===== config.mk =====
export PLATFORM = sky130hd
export DESIGN_NAME = mem_bank_responder
export DESIGN_NICKNAME = d
export VERILOG_FILES = /design/src/rtl/mem_bank_responder.sv
export SDC_FILE = /design/constraint.sdc
export NUM_CORES = 2
export LEC_CHECK = 0
export ABC_CLOCK_PERIOD_IN_PS = 7500
export BUFFER_PORTS_ARGS = -buffer_cell sky130_fd_sc_hd__buf_2
export CORE_UTILIZATION = 30
export CTS_CLUSTER_DIAMETER = 60
export DETAILED_ROUTE_END_ITERATION = 7
export MAX_ROUTING_LAYER = met4
export PLACE_DENSITY = 0.4
export SLEW_MARGIN = 20
export SYNTH_ARGS = -nofsm -noshare
export SYNTH_HDL_FRONTEND = slang
export SYNTH_SLANG_ARGS = --single-unit

===== constraint.sdc =====
create_clock -name clk -period 7.5 [get_ports clk]
set_input_delay 1.5 -clock clk [delete_from_list [all_inputs] [get_ports clk]]
set_output_delay 1.5 -clock clk [all_outputs]
set_load 0.01 [all_outputs]

===== src/rtl/mem_bank_responder.sv =====
// Shared data-memory responder: round-robin arbitration of four cores onto one synchronous RAM.
// Optional feature: define MEM_ACCESS_CNT_EN to add per-core saturating access counters (access_cnt).
module mem_bank_responder #(
  parameter int unsigned ADDR_W = 8,
  parameter int unsigned DATA_W = 16
) (
  input  logic                clk,
  input  logic                rst,
  input  logic [3:0]          req,
  input  logic [3:0]          we,
  input  logic [4*ADDR_W-1:0] addr,
  input  logic [4*DATA_W-1:0] wdata,
  output logic [3:0]          ack,
  output logic [4*DATA_W-1:0] rdata,
  output logic                busy,
  output logic [1:0]          grant_id
`ifdef MEM_ACCESS_CNT_EN
  ,
  output logic [4*16-1:0]     access_cnt
`endif
);

  localparam int unsigned NCORE = 4;
  localparam int unsigned DEPTH = 1 << ADDR_W;
  localparam int unsigned CNT_W = 16;

  typedef enum logic [1:0] {
    IDLE    = 2'd0,
    ACCESS  = 2'd1,
    RESPOND = 2'd2
  } state_t;

  state_t              state;
  logic [1:0]          last_grant;
  logic                we_q;
  logic [ADDR_W-1:0]   addr_q;
  logic [DATA_W-1:0]   wdata_q;
  logic [DATA_W-1:0]   mem [DEPTH];

  logic [1:0]          pick_c;
  logic [1:0]          idx_c;
  logic                any_req_c;

  // Round-robin winner: search upward from last_grant+1; the last hit in a descending sweep is the nearest.
  always_comb begin
    pick_c    = 2'd0;
    idx_c     = 2'd0;
    any_req_c = |req;
    for (int k = int'(NCORE); k >= 1; k--) begin
      idx_c = last_grant + 2'(k);
      if (req[idx_c]) pick_c = idx_c;
    end
  end

  always_ff @(posedge clk) begin
    if (rst) begin
      state      <= IDLE;
      last_grant <= 2'd3;
      grant_id   <= 2'd0;
      busy       <= 1'b0;
      ack        <= '0;
      rdata      <= '0;
      we_q       <= 1'b0;
      addr_q     <= '0;
      wdata_q    <= '0;
    end else begin
      ack <= '0;
      case (state)
        IDLE: begin
          if (any_req_c) begin
            grant_id <= pick_c;
            we_q     <= we[pick_c];
            addr_q   <= addr[pick_c*ADDR_W +: ADDR_W];
            wdata_q  <= wdata[pick_c*DATA_W +: DATA_W];
            busy     <= 1'b1;
            state    <= ACCESS;
          end
        end
        ACCESS: begin
          // Writes echo the stored data back to the requester.
          ack[grant_id]                     <= 1'b1;
          rdata[grant_id*DATA_W +: DATA_W]  <= we_q ? wdata_q : mem[addr_q];
          state                             <= RESPOND;
        end
        RESPOND: begin
          last_grant <= grant_id;
          busy       <= 1'b0;
          state      <= IDLE;
        end
        default: begin
          busy  <= 1'b0;
          state <= IDLE;
        end
      endcase
    end
  end

  // RAM write port; a reset landing on the ACCESS edge drops the write.
  always_ff @(posedge clk) begin
    if (!rst && state == ACCESS && we_q) begin
      mem[addr_q] <= wdata_q;
    end
  end

`ifdef MEM_ACCESS_CNT_EN
  logic [NCORE-1:0][CNT_W-1:0] cnt_q;

  // Per-core completed-access counters, saturating at all ones.
  always_ff @(posedge clk) begin
    if (rst) begin
      cnt_q <= '0;
    end else if (state == RESPOND && cnt_q[grant_id] != '1) begin
      cnt_q[grant_id] <= cnt_q[grant_id] + CNT_W'(1);
    end
  end

  assign access_cnt = cnt_q;
`endif

endmodule


==> impl_metrics.py <==
metrics = {
    "critical_path": {
        "worstPathArrival_ps": 6120,
        "cp_top_family": "compound AO/OA/AOI/OAI gates",
        "critPathLaunchType": "flip-flop",
        "end_kind": "flip-flop",
        "critPathMostFrequentCell": "buf_12",
        "critical_path_class": "flip-flop to flip-flop",
        "cp_max_fo": 34,
        "cp_slowest_cell": "dfxtp_4",
        "path_buf_inv": 3,
        "path_cells": "buf_16 > buf_12 > buf_12 > mux4_2 > o22ai_1 > nor4_2 > a31oi_1 > o311ai_0 > nand4_1 > o21ai_1 > a22o_1",
        "worstPathRequired_ps": 8420,
        "cp_slowest_stage_delay_ps": 710,
    },
    "yosys": {
        "syn_area_mm2": 0.1635,
        "synth_seq_area_share": 0.7654,
        "synth_seq_cells": 4204,
        "ys_types": 81,
        "postSynthCellCount": 8038,
        "yosysWarnings": 0,
        "syn_avg_cell_area_um2": 20.34,
        "synth_ff_type": "edfxtp_1",
        "synth_edf_count": 4096,
        "synth-async-reset-ratio": 0,
        "syn_nets": 8152,
    },
    "placed_design": {
        "dp_cells": 15330,
        "dpl.hpwl_um": 344000,
        "io_buffers": 176,
        "globalplace.congestion": 0.8214,
    },
    "clocking": {
        "cts.htree.levels": 5,
        "postCtsSetupRepairBufs": 0,
        "clock-sinks": 4204,
        "cts-resized-gates": 0,
        "clk_latency_ps": 1080,
        "cts-hold-fix-buffers": 0,
        "root_buffer": "clkbuf_16",
        "clockBufferDepth": 4,
        "numCtsBuffers": 469,
        "clk_pin_slew_ps": 60,
        "cts_tree": "yes",
    },
    "routing": {
        "wl_um": 553900,
        "viasPerCell": 5.155,
        "drc": 0,
        "routed-via-count": 83650,
        "drtIter0Drc": 8879,
        "dr.pass1.iters": 6,
        "drtAntennaViolNets": 0,
        "post_drt_wl_per_cell_um": 34.13,
    },
    "cells_and_area": {
        "syn_to_final_growth_pct": 15.94,
        "layout_common_cells": "edfxtp_1 (4096), mux4_2 (701), mux2i_1 (666)",
        "nFillCells": 50670,
        "final_common_cell": "edfxtp_1",
        "layout-drive-gt1-share": 0.2500,
        "nets": 8709,
        "instances_no_fill": 16230,
    },
    "die": {
        "start_util": 0.3018,
        "die_area_mm2": 0.5480,
        "core_mm2": 0.5419,
        "die_h_um": 740.3,
        "num_rows": 270,
        "io_pins": 177,
        "die_w_um": 740.3,
    },
    "global_routing": {
        "grt_pass1_wl_um": 747300,
        "grt_pass1_vias": 84020,
        "grt_max_degree": 156,
        "overflow": 0,
        "grt_usage": 0.2030,
        "antenna_found_initial": 51,
    },
    "sta": {
        "setup_viol": 0,
        "finalHoldViolations": 0,
        "setup-tns-final_ps": 0,
        "finClkSkew_ps": 70.16,
        "slew_viol_final": 0,
        "fmax_mhz": 192.2,
        "rsz0062_at_grt": "no",
        "relSlewSlack": 0.1391,
        "fin_crit_sh": 0.6936,
        "post-route-min-period_ps": 5202,
        "worst_slew_pin_slew_ps": 1281,
    },
    "power": {
        "p_leak_nw": 58.46,
        "ir_drop_v": 0.0002157,
        "power.density_mw_per_mm2": 296.1,
    },
    "flow_run": {
        "maxCapViolations": 0,
    },
    "status": {
        "status": "finished, final reports clean",
    },
    "min_path": {
        "hold_path_class": "flip-flop to flip-flop",
    },
}
## sequential cells by signal (all words and copies together), names as in the netlist, named ones only
| register | flops |
|---|---|
| busy | 1 |
| we_q | 1 |
| state | 2 |
| last_grant | 2 |
| addr_q | 8 |
| grant_id | 2 |
| ack | 4 |
| rdata | 64 |
| mem | 4096 |
| wdata_q | 16 |
## where the power goes
| group | leakage [nW] | switching, mW | internal [mW] |
|---|---|---|---|
| Clock | 7.38 | 9.73 | 13.1 |
| Combinational | 12.5 | 4.73 | 1.90 |
| Sequential | 38.6 | 0.289 | 26.4 |
| Total | 58.5 | 14.7 | 41.4 |
## final cells by class
cell class,count,area (um2),share of cell area
diodes,21,52.55,0.0002772
clock buffers,580,12330,0.06504
clock inverters,296,2836,0.01496
inverters,7,28.78,0.0001518
multi-input cells,3347,35750,0.1886
flip-flops and latches,4204,125200,0.6606
well taps,7208,9019,0.04757
repair buffers,566,4320,0.02279
## cells by family after synthesis
family,count (synthesis),synth area share
compound gates,977,0.04368
buf+inv,487,0.02150
mux,1416,0.1416
fa+ha+maj,8,0.0006122
flops,4204,0.7654
simple gates,946,0.02716
## metal layers
layer,vias up,share of wire,global-route usage
met5,-,0,-
met4,0,0.022,0.04282
met3,590,0.052,0.02501
met2,2593,0.49,0.3308
met1,45800,0.44,0.2740
li1,34670,-,-
## stage by stage
stage	worst slack, ps	hold WS, ps	area [um2]	utilization	power [mW]
5_1_grt	2216	478.8	189500	0.3498	57.70
3_5_place_dp	1954	443.9	174200	0.3215	33.91
4_1_cts	2239	451.7	189400	0.3495	56.72
2_1_floorplan	3173	453.3	163500	-	30.68
3_3_place_gp	1567	444.9	174000	0.3211	33.83
6_report	2298	448.7	189600	0.3499	56.14
## cell usage after synthesis (8+ instances only)
master | number | area [um2]
edfxtp_1 | 4096 | 123000
mux4_2 | 701 | 15790
mux2i_1 | 666 | 6666
nor2_1 | 374 | 1404
a22oi_1 | 317 | 2380
nand2_1 | 199 | 747.0
a21oi_1 | 150 | 750.7
clkbuf_1 | 148 | 555.5
buf_2 | 126 | 630.6
nand3_1 | 110 | 550.5
dfxtp_1 | 108 | 2162
o22ai_1 | 78 | 488.0
buf_6 | 67 | 754.5
a22o_1 | 61 | 534.3
a211oi_1 | 57 | 427.9
buf_4 | 47 | 352.8
and2_1 | 44 | 275.3
a221oi_1 | 43 | 376.6
a32oi_1 | 43 | 376.6
nand2b_1 | 43 | 269.0
o21ai_0 | 40 | 200.2
mux2_2 | 39 | 439.2
a31oi_1 | 38 | 237.7
nor2b_1 | 35 | 219.0
buf_8 | 30 | 450.4
nand4_1 | 29 | 181.4
o21ai_1 | 29 | 145.1
buf_12 | 28 | 560.5
a311oi_1 | 27 | 236.5
buf_1 | 23 | 86.33
nor3_1 | 21 | 105.1
o211ai_1 | 19 | 142.6
and3_1 | 18 | 112.6
a2111oi_0 | 13 | 113.9
nor4_1 | 11 | 68.82
mux4_1 | 10 | 262.8
or2_2 | 10 | 62.56
ha_1 | 8 | 100.1
o221ai_1 | 8 | 70.07
or3_1 | 8 | 50.05
## worst reg2reg max path, stage by stage (launching register included)
cell      delay [ps]
dfxtp_4          710
buf_16           320
buf_12           330
buf_12           320
mux4_2           560
o22ai_1          270
nor4_2           150
a31oi_1          720
o311ai_0         490
nand4_1          500
o21ai_1          390
a22o_1           330
## path summary, 6_finish.rpt
kind | slack (ps) | end | start | depth (start not counted)
worst min register to register | 450 | rdata[63]$_SDFFE_PP0P_ | rdata[63]$_SDFFE_PP0P_ | 2
worst max-delay path | 2300 | rdata[56]$_SDFFE_PP0P_ | flip-flop | 11
worst min-delay path | 450 | rdata[63]$_SDFFE_PP0P_ | rdata[63]$_SDFFE_PP0P_ | 2
worst max register to register | 2300 | rdata[56]$_SDFFE_PP0P_ | flip-flop | 11
Power figures use the tool's default switching activity.
